==> src/rtl/piso_serializer.sv <==
// -----------------------------------------------------------------------------
// piso_serializer
//
// Parallel-in / serial-out shifter with valid/ready handshakes on both sides.
// A word is accepted on load_valid && load_ready. Its bits are then presented
// one at a time on ser_out, in MSB-first or LSB-first order as selected at load
// time. Each bit is held until the downstream consumes it with
// ser_valid && ser_ready.
//
// Loading again in the same cycle as the last bit is consumed gives
// back-to-back words with no idle cycle between them.
//
// Ports
//   clk        : clock; all state changes on its rising edge
//   rst_n      : asynchronous active-low reset
//   data_in    : parallel word to serialize (WIDTH bits)
//   msb_first  : bit order captured with the word (1 = MSB first, 0 = LSB first)
//   load_valid : upstream offers data_in / msb_first
//   load_ready : a word can be accepted this cycle
//   ser_ready  : downstream accepts the current serial bit
//   ser_out    : current serial bit (0 when idle)
//   ser_valid  : ser_out holds a valid bit
//   ser_last   : current bit is the final bit of its word
//   busy       : a word is in progress (same as ser_valid)
// -----------------------------------------------------------------------------
module piso_serializer #(
    parameter int WIDTH = 4
) (
    input  logic             clk,
    input  logic             rst_n,
    input  logic [WIDTH-1:0] data_in,
    input  logic             msb_first,
    input  logic             load_valid,
    output logic             load_ready,
    input  logic             ser_ready,
    output logic             ser_out,
    output logic             ser_valid,
    output logic             ser_last,
    output logic             busy
);

    localparam int CW = (WIDTH > 1) ? $clog2(WIDTH) : 1;
    localparam logic [CW-1:0] CNT_MAX = CW'(WIDTH - 1);

    typedef enum logic {
        IDLE  = 1'b0,
        SHIFT = 1'b1
    } state_e;

    state_e           state_q,    state_d;
    logic [CW-1:0]    cnt_q,      cnt_d;
    logic [WIDTH-1:0] word_q,     word_d;
    logic             msb_q,      msb_d;
    logic             ser_out_q,  ser_out_d;
    logic             ser_last_q, ser_last_d;

    logic load_fire;
    logic bit_fire;

    // Bit of word w that is emitted at position c for the given order.
    function automatic logic pick_bit(input logic [WIDTH-1:0] w,
                                      input logic             msb,
                                      input logic [CW-1:0]    c);
        logic [CW-1:0] idx;
        idx = msb ? (CNT_MAX - c) : c;
        return w[idx];
    endfunction

    assign ser_valid = (state_q == SHIFT);
    assign busy      = ser_valid;
    assign ser_out   = ser_out_q;
    assign ser_last  = ser_last_q;

    // A reload is only possible while the last bit is being consumed, so a
    // load in SHIFT always coincides with the end of the current word.
    assign load_ready = (state_q == IDLE) || (ser_last_q && ser_ready);

    assign load_fire = load_valid && load_ready;
    assign bit_fire  = ser_valid && ser_ready;

    always_comb begin
        // NOTE: every signal written here gets a default first; a path that
        // leaves one unassigned would infer a latch.
        state_d    = state_q;
        cnt_d      = cnt_q;
        word_d     = word_q;
        msb_d      = msb_q;
        ser_out_d  = ser_out_q;
        ser_last_d = ser_last_q;

        if (load_fire) begin
            state_d    = SHIFT;
            cnt_d      = '0;
            word_d     = data_in;
            msb_d      = msb_first;
            ser_out_d  = pick_bit(data_in, msb_first, '0);
            ser_last_d = (CNT_MAX == '0);
        end else if (bit_fire) begin
            if (ser_last_q) begin
                // Word finished and nothing new loaded: go quiet, drive 0.
                state_d    = IDLE;
                cnt_d      = '0;
                ser_out_d  = 1'b0;
                ser_last_d = 1'b0;
            end else begin
                cnt_d      = cnt_q + CW'(1);
                ser_out_d  = pick_bit(word_q, msb_q, cnt_d);
                ser_last_d = (cnt_d == CNT_MAX);
            end
        end
    end

    // NOTE: sequential state uses non-blocking assignments so every register
    // samples its _d value from before the edge, whatever the statement order.
    always_ff @(posedge clk or negedge rst_n) begin
        if (!rst_n) begin
            // NOTE: the captured word is reset too; it is a single register,
            // not a memory, and must read 0 while in reset.
            state_q    <= IDLE;
            cnt_q      <= '0;
            word_q     <= '0;
            msb_q      <= 1'b0;
            ser_out_q  <= 1'b0;
            ser_last_q <= 1'b0;
        end else begin
            state_q    <= state_d;
            cnt_q      <= cnt_d;
            word_q     <= word_d;
            msb_q      <= msb_d;
            ser_out_q  <= ser_out_d;
            ser_last_q <= ser_last_d;
        end
    end

endmodule

==> config.mk <==
export PLATFORM = sky130hd
export DESIGN_NAME = piso_serializer
export DESIGN_NICKNAME = d
export VERILOG_FILES = /design/src/rtl/piso_serializer.sv
export SDC_FILE = /design/constraint.sdc
export NUM_CORES = 1
export LEC_CHECK = 0
export BUFFER_PORTS_ARGS = -buffer_cell sky130_fd_sc_hd__buf_2
export CAP_MARGIN = 0
export CORE_MARGIN = 1.5
export CORE_UTILIZATION = 42
export DETAILED_ROUTE_END_ITERATION = 16
export PLACE_DENSITY_LB_ADDON = 0.1
export SYNTH_ARGS = -nofsm -noshare
export SYNTH_HDL_FRONTEND = slang
export SYNTH_SLANG_ARGS = --single-unit
==> constraint.sdc <==
create_clock -name clk -period 4.3 [get_ports clk]
set_clock_uncertainty 0.2 [all_clocks]
set_input_delay 0.86 -clock clk [delete_from_list [all_inputs] [get_ports clk]]
set_output_delay 0.86 -clock clk [all_outputs]
set_load 0.02 [all_outputs]
; Word level (Yosys, flattened, before mapping)
; Index checks and enable logic that the tools add are counted.
[op_classes]
n_div = 0
mul = 0
addsub = 2
n_reduce_logical = 7
n_bitwise = 1
magnitude_cmp = 2
eq_ne = 1
shifts = 0
mux = 18
[ops]
columns = op, count
row1 = 1-bit 2-to-1 mux, 11
row2 = 2-bit 2-to-1 mux, 5
row3 = 2-bit by 3-bit < comparator with 1-bit output (second input constant), 2
row4 = 1-bit binary-select mux with 2-bit select, 2
row5 = 2-bit nonzero test, 2
row6 = 1-bit logical AND, 3
row7 = 2-bit by 1-bit adder with 2-bit output (second input constant), 1
row8 = 2-bit == test (second input constant), 1
row9 = 2-bit AND reduction, 1
row10 = 2-bit subtractor (first input constant), 1
row11 = 1-bit logical OR, 1
row12 = 1-bit inverter, 1
[totals]
ff_bits = 10
ram_bits = 0
wordCells = 37
n_memories = 0
input_bits = 9
rom_bits = 0
latchBits = 0
out_inout_bits = 5

; Depth between registers and ports, before layout
; Gate-level depths: netlist of run 1.
[depth]
depth_word = 8
mapped_depth = 6
ltp_nobuf = 6

; Worst setup path after synthesis of run 1
; No wires, ideal clock.
[synth_path]
path_kind = input to output
start = input port ser_ready
end = output port load_ready
n_path_buf = 0
path_stages = 2
t_required_ps = 3240
arrival_ps = 1066
path_slack_ps = 2174
path_cell_list = nand2_1 > nand2_2
[synth_via]
elab_chain_cells = 2
[synth_lines]
columns = item, line
row1 = from (decl), 35  ; input logic ser_ready,
row2 = 1-bit logical AND, 76  ; assign load_ready = (state_q == IDLE) || (ser_last_q && ser_ready);
row3 = 1-bit logical OR, 76
row4 = to (decl), 34  ; output logic load_ready,
; Every way passes these cells.

; Worst setup path in the final report of run 1
; Same ends and word-level chain as after synthesis.

==> flow_summary.toml, run 1 <==
[outcome]
status = "completed"

[synthesis]
syn_avg_cell_area_um2 = 11.8
synth-adder-area-share = 0.0220
synth_area_leader_cell = "dfrtp_1"
yosys.area_share.simple = 0.198
synth_top_family_by_area = "simple AND/OR/NAND/NOR gates"
synth_cells = 48
syn_area_um2 = 568
synth-xor-area-share = 0
ys_types = 22
yosysSeqAreaShare = 0.441
synth_top_area_frac = 0.441
syn_nets = 58
synth.mux.area_fraction = 0.194
synth_compound_area_frac = 0.106
ys_seq_elements = 10
ys_warn_count = 0
synth_top_cells_by_area = "dfrtp_1 44%, mux2_4 16%, nand4bb_1 4.0%, mux2i_1 3.5%, nand4b_1 3.1%"

[floorplan]
fp.dieArea_mm2 = 0.00158
coreArea_mm2 = 0.00128
start_util = 0.442
die_x_um = 39.8
num_io_pins = 14
rows = 13
dieHeight_um = 39.8

[drt]
drt-wirelength-per-cell_um = 13.9
first_pass_iters = 4
routed-via-count = 427
drtIter0Drc = 5
drt-total-wl_mm = 1.09
drc = 0
postRouteAntennaNets = 0
vias_per_cell = 5.47

[clocking]
numCtsBuffers = 3
numClockSinks = 10
insertion_delay_ps = 260
clk_path_buf_depth = 2
cts-root-buf = "clkbuf_4"
cts_setup_buffers = 0
htreeDepth = 1
clk_pin_slew_ps = 70
ctsResizeCount = 0
tritoncts = "yes"
hold_buffers = 0

[worst_setup_path]
cp.required_ps = 3240
path_common_cell = "buf_2"
worstSetupEndpointType = "primary output"
worstPathMaxFanout = 4
r2r-start = "cnt_q[0]"
crit_type = "input pin to primary output"
worstSetupStartpointType = "input pin"
path_cells = "buf_2 > nand2_1 > nand2_2 > buf_2"
r2r-end = "ser_out"
cp.arrival_ps = 1340
slowest_stage = "buf_2"
reg2reg_depth = 5
reg2reg_slack_ps = 2420
crit_path_max_incr_delay_ps = 170

[layout]
drive_gt1_frac = 0.429
n_antenna_cell = 0
area_growth_syn_to_layout_pct = 17.4
fin_area_um2 = 667
final_nets = 75
final_cell_mix = "13 x buf_2, 10 x dfrtp_1, 6 x mux2_4, 4 x nand2_1, 4 x inv_1"
final_common_cell = "buf_2"

[placed_design]
hpwl_um = 843
port_buffers = 13
dpl_cell_area_um2 = 644
gp_congestion = 0.678

[flow_run]
cap_violations = 0

[sta]
finalHoldViolCount = 0
slew_headroom = 0.801
layout_min_cycle_time_ps = 2400
finalMaxSlewViolations = 0
fin_tns_setup_ps = 0
worst_slew_pin_slew_ps = 290
setup_viol = 0
fmax_mhz = 417
rsz0062_at_grt = "false"
min_period_over_period = 0.557

[global_routing]
antenna_found_initial = 0
globalRouteTotalUtil = 0.185
grt_pass1_wl_mm = 1.77
first_global_vias = 386
grt_max_degree = 11
grt_overflow_total = 0

[pwr]
p_leak_nw = 0.334
power_density_mw_per_mm2 = 763
vdd_drop_max_mv = 0.397

[min_path]
hp-class = "input pin to async pin"
[synthesized netlist by cell type, drive strengths merged]
cell type / number
a21oi: 1
a22o: 1
nand3b: 1
nand3: 2
nand4bb: 2
mux2i: 2
nand4b: 2
o221ai: 1
mux2: 6
nor2: 2
nand2: 6
o21ai: 2
nand2b: 1
nand4: 1
inv: 4
ha: 1
dfrtp: 10
buf: 1
o311ai: 2
[flip-flops by register name, summed over array words and instances, names as in the netlist]
register / count
ser_out: 1
cnt_q: 2
ser_last: 1
msb_q: 1
word_q: 4
busy: 1
[layer usage]
layer	vias to the layer above	global-route usage	share of wire
li1	208	-	-
met1	207	0.217	0.48
met2	12	0.275	0.49
met3	0	0.0852	0.038
met4	0	0.103	0
met5	-	0	0
[layout make-up]
type / count / area [µm²]
Fill cell: 121 / 618
Inverter: 4 / 15.0
Tap cell: 15 / 18.8
Timing Repair Buffer: 13 / 65.1
Multi-Input combinational cell: 33 / 295
Clock buffer: 3 / 22.5
Sequential cell: 10 / 250
[worst max-delay path by stage]
stage | startpoint | endpoint | slack [ps]
final | ser_ready | load_ready | 1900
after global routing | ser_ready | load_ready | 1880
after CTS | ser_ready | load_ready | 1910
after detailed placement | ser_ready | load_ready | 1920
after global placement | ser_ready | load_ready | 1920
after floorplan | ser_ready | load_ready | 2170
[cell families after synthesis]
group,count (synthesis)
and+or+nand+nor,17
muxes,8
DFF,10
AOI/OAI and AO/OA,7
adders and majority gates,1
buffers and inverters,5
[report_power, final]
group	total [mW]	internal [mW]	switching (mW)
combinational	0.255	0.133	0.122
clock	0.0634	0.0323	0.0311
sequential	0.191	0.139	0.0521
total	0.509	0.304	0.205
[worst max-delay path: cells and delay by family]
family                 cells  cell delay (ps)
buffers and inverters      2              300
AND/OR/NAND/NOR            2              180
[through the flow]
| step | setup slack [ps] | total power, mW | std cells | util | hold slack [ps] |
|---|---|---|---|---|---|
| final | 1900 | 0.509 | 78 | 0.519 | 241 |
| after global routing | 1880 | 0.554 | 78 | 0.519 | 235 |
| after CTS | 1910 | 0.515 | 78 | 0.519 | 243 |
| after detailed placement | 1920 | 0.450 | 75 | 0.501 | 278 |
| after global placement | 1920 | 0.440 | 75 | 0.501 | 272 |
| after floorplan | 2170 | 0.388 | 48 | - | 292 |
No activity file was read; power rests on OpenSTA's default activity.
==> inputs of run 2 (changes only) <==
clock period = 2.5 ns   (was 4.3 ns; I/O delays follow)
==> flow_summary.toml, run 2 (synthesis results as in run 1) <==
[outcome]
status = "completed"

[worst_setup_path]
r2r-start = "cnt_q[0]"
cp.required_ps = 2480
worstSetupStartpointType = "register"
path_delay_family = "compound AO/OA/AOI/OAI gates"
slowest_stage = "dfrtp_1"
crit_path_max_incr_delay_ps = 450
crit_type = "register to register"
worstPathMaxFanout = 9
worst-path-buf-inv = 1
cp.arrival_ps = 1830
worstSetupEndpointType = "register"
reg2reg_depth = 5
reg2reg_slack_ps = 660
path_cells = "inv_1 > ha_1 > o311ai_1 > a21oi_2 > o221ai_2"
r2r-end = "ser_out"

[sta]
finalMaxSlewViolations = 0
fmax_mhz = 542
min_period_over_period = 0.738
finalHoldViolCount = 0
worst_slew_pin_slew_ps = 347
layout_min_cycle_time_ps = 1840
fin_tns_setup_ps = 0
rsz0062_at_grt = "false"
setup_viol = 0
slew_headroom = 0.762

[placed_design]
gp_congestion = 0.794
port_buffers = 13
hpwl_um = 766

[flow_run]
cap_violations = 0

[clocking]
cts_setup_buffers = 0
numCtsBuffers = 3
cts-root-buf = "clkbuf_4"
insertion_delay_ps = 260
htreeDepth = 1
clk_pin_slew_ps = 60
numClockSinks = 10
tritoncts = "yes"
clk_path_buf_depth = 2

[min_path]
hold_start = "data_in[1]"
holdPathEnd = "word_q[1]"
hp-class = "input pin to register"
whs_path_depth = 2

[pwr]
power_mw = 0.866
vdd_drop_max_mv = 0.533
power_density_mw_per_mm2 = 1280
p_leak_nw = 0.338

[drt]
drt-wirelength-per-cell_um = 13.0
routed-via-count = 421
first_pass_iters = 5
drt-total-wl_mm = 1.03
drc = 0
postRouteAntennaNets = 0
drtIter0Drc = 4
vias_per_cell = 5.33

[floorplan]
start_util = 0.442
dieHeight_um = 39.8
coreArea_mm2 = 0.00128
rows = 13
num_io_pins = 14
fp.dieArea_mm2 = 0.00158
die_x_um = 39.8

[global_routing]
grt_overflow_total = 0
met1_usage = 0.216
top_usage_layer = "met2"
antenna_found_initial = 0
globalRouteTotalUtil = 0.174
grt_max_degree = 11
grt_use_met3 = 0.0852
gr-usage-met2 = 0.246
grt_pass1_wl_mm = 1.67
first_global_vias = 357

[layout]
area_growth_syn_to_layout_pct = 19.2
regMostFlops = "word_q"
final_cell_mix = "13 x buf_2, 10 x dfrtp_1, 6 x mux2_4, 4 x nand2_1, 4 x inv_1"
largest_reg_flops = 4
final_nets = 76
seq_area_um2 = 250
drive_gt1_frac = 0.422
multi_input_area_um2 = 295
fillCellCount = 130
n_antenna_cell = 0
final_common_cell = "buf_2"
largestRegisters = "word_q: 4 flops, cnt_q: 2 flops"
-- run 2: cell type report --
class	instances	share of cell area
Multi-Input combinational cell	33	0.436
Inverter	4	0.0222
Timing Repair Buffer	14	0.111
Clock buffer	3	0.0333
Sequential cell	10	0.370
Tap cell	15	0.0277
-- run 2: timing repair --
action	4_1_cts	5_1_grt
hold buffers	1	0
resized for setup	0	0
hold endpoints to repair	10	0
-- run 2: stage by stage --
step	hold slack (ps)	std cells	instance area, µm²	setup slack (ps)	util
4_1_cts	260	79	677	653	0.527
5_1_grt	258	79	677	559	0.527
3_5_place_dp	171	75	644	661	0.501
3_3_place_gp	175	75	644	707	0.501
2_1_floorplan	4.41	48	568	794	-
6_report	265	79	677	656	0.527
-- run 2: where the power goes --
part / switching, mW / total, mW / leakage, nW / internal, mW
combinational: 0.202 / 0.432 / 0.205 / 0.230
clock: 0.0533 / 0.109 / 0.0138 / 0.0556
sequential: 0.0862 / 0.325 / 0.119 / 0.239
total: 0.341 / 0.866 / 0.338 / 0.525
-- run 2: metal layers --
layer,up-vias,share of wire
met1,195,0.48
met2,15,0.45
met5,-,0
li1,209,-
met4,0,0.0078
met3,2,0.064
-- run 2: worst max path at each step --
stage | start | end | slack, ps | cells past startpoint
final | cnt_q[0] | ser_out | 660 | 5
after global placement | cnt_q[0] | ser_out | 710 | 5
after CTS | cnt_q[0] | ser_out | 650 | 5
after detailed placement | cnt_q[0] | ser_out | 660 | 5
after floorplan | cnt_q[0] | ser_out | 790 | 5
after global routing | cnt_q[0] | ser_out | 560 | 6
==> inputs of run 3 (changes only) <==
clock period = 1.84 ns   (was 2.5 ns; I/O delays follow)
==> flow_summary.toml, run 3 (synthesis results as in run 1) <==
[worst_setup_path]
worstSetupStartpointType = "register"
worstPathMaxFanout = 9
worstSetupEndpointType = "register"
reg2reg_slack_ps = 130
cp.required_ps = 1830
crit_type = "register to register"
cp.arrival_ps = 1700

[clocking]
numCtsBuffers = 3
ctsResizeCount = 0
tritoncts = "yes"
hold_buffers = 1
clk_path_buf_depth = 2
insertion_delay_ps = 270
cts-root-buf = "clkbuf_4"
clk_pin_slew_ps = 70
numClockSinks = 10
cts_setup_buffers = 0
htreeDepth = 1

[pwr]
switching_power_mw = 0.484
p_leak_nw = 0.350
p_comb_frac = 0.497
seq_power_share = 0.342
vdd_drop_max_mv = 0.734
power_density_mw_per_mm2 = 1800
swShare = 0.386
clockPowerShare = 0.161
intPower_mw = 0.771

[placed_design]
port_buffers = 13
dpl_cell_area_um2 = 652
hpwl_um = 820
gp_congestion = 0.765
dp.cells = 76

[global_routing]
grt_max_degree = 11
grt_pass1_wl_mm = 1.77
antenna_found_initial = 0
grt_overflow_total = 0
first_global_vias = 380
globalRouteTotalUtil = 0.177

[layout]
drive_gt1_frac = 0.439
final_common_cell = "buf_2"
fin_area_um2 = 698
largestRegisters = "word_q: 4 flops, cnt_q: 2 flops"
final_cells = 81
n_antenna_cell = 0
final_cell_mix = "13 x buf_2, 10 x dfrtp_1, 6 x mux2_4, 4 x nand2_1, 4 x inv_1"
final_nets = 77
largest_reg_flops = 4
regMostFlops = "word_q"
area_growth_syn_to_layout_pct = 22.9

[sta]
layout_min_cycle_time_ps = 1710
slew_headroom = 0.798
fin_tns_setup_ps = 0
finalMaxSlewViolations = 0
worst_slew_pin_slew_ps = 298
setup_viol = 0
min_period_over_period = 0.929
finalHoldViolCount = 0
rsz0062_at_grt = "false"
fmax_mhz = 585

[drt]
first_pass_iters = 4
drt-total-wl_mm = 1.09
drt-wirelength-per-cell_um = 13.5
routed-via-count = 438
postRouteAntennaNets = 0
vias_per_cell = 5.41
drtIter0Drc = 4
drc = 0

[floorplan]
dieHeight_um = 39.8
start_util = 0.442
num_io_pins = 14
rows = 13
fp.dieArea_mm2 = 0.00158
die_x_um = 39.8
coreArea_mm2 = 0.00128

[outcome]
status = "completed"

[min_path]
hp-class = "input pin to register"

[flow_run]
cap_violations = 0
run 3: cell types whose count changed in the layout (fill, tap and decap cells not counted), sizes merged:
cell,delta
clkbuf,+1
buf,+1
run 3: cell type report:
| class | count | area (µm²) |
|---|---|---|
| inverters | 4 | 15.0 |
| multi-input cells | 33 | 295 |
| clock buffers | 4 | 36.3 |
| repair buffers | 15 | 82.6 |
| flip-flops and latches | 10 | 250 |
| fillers | 114 | 587 |
| well taps | 15 | 18.8 |
run 3: power by group through the flow:
| stage | combinational [mW] | clock, mW | sequential [mW] |
|---|---|---|---|
| 2_1_floorplan | 0.457 | 0 | 0.450 |
| 3_3_place_gp | 0.615 | 0 | 0.429 |
| 3_5_place_dp | 0.624 | 0 | 0.436 |
| 4_1_cts | 0.628 | 0.204 | 0.433 |
| 5_1_grt | 0.686 | 0.213 | 0.451 |
| 6_report | 0.624 | 0.202 | 0.429 |
run 3: layer usage:
metal	global-route usage	vias to the layer above	share of wire
li1	-	211	-
met1	0.236	211	0.45
met2	0.266	14	0.49
met3	0.0398	2	0.048
met4	0.0776	0	0.010
met5	0	-	0
run 3: stage by stage:
| step | setup WS [ps] | hold slack [ps] | power [mW] | utilization |
|---|---|---|---|---|
| detailed placement | 135 | 43.7 | 1.06 | 0.507 |
| floorplan | 134 | -128 | 0.907 | - |
| CTS | 126 | 125 | 1.26 | 0.543 |
| global placement | 169 | 48.8 | 1.04 | 0.507 |
| finish | 131 | 125 | 1.25 | 0.543 |
| global route | 5.70 | 125 | 1.35 | 0.543 |
run 3: path summary, 6_finish.rpt:
| kind | from | end | cells past startpoint |
|---|---|---|---|
| worst max register to register | cnt_q[0] | ser_out | 5 |
| max in group asynchronous | rst_n | word_q[0] | 2 |
| worst min register to register | ser_out | ser_out | 2 |
| min in group asynchronous | rst_n | word_q[1] | 2 |
| worst min-delay path | data_in[2] | word_q[2] | 2 |
| worst max-delay path | cnt_q[0] | ser_out | 5 |
run 3: worst max-delay path: stages, from the launching register on:
cell and delay (ps):
dfrtp_1 350, inv_1 70, ha_1 410, o311ai_1 360, a21oi_2 100, o221ai_2 150
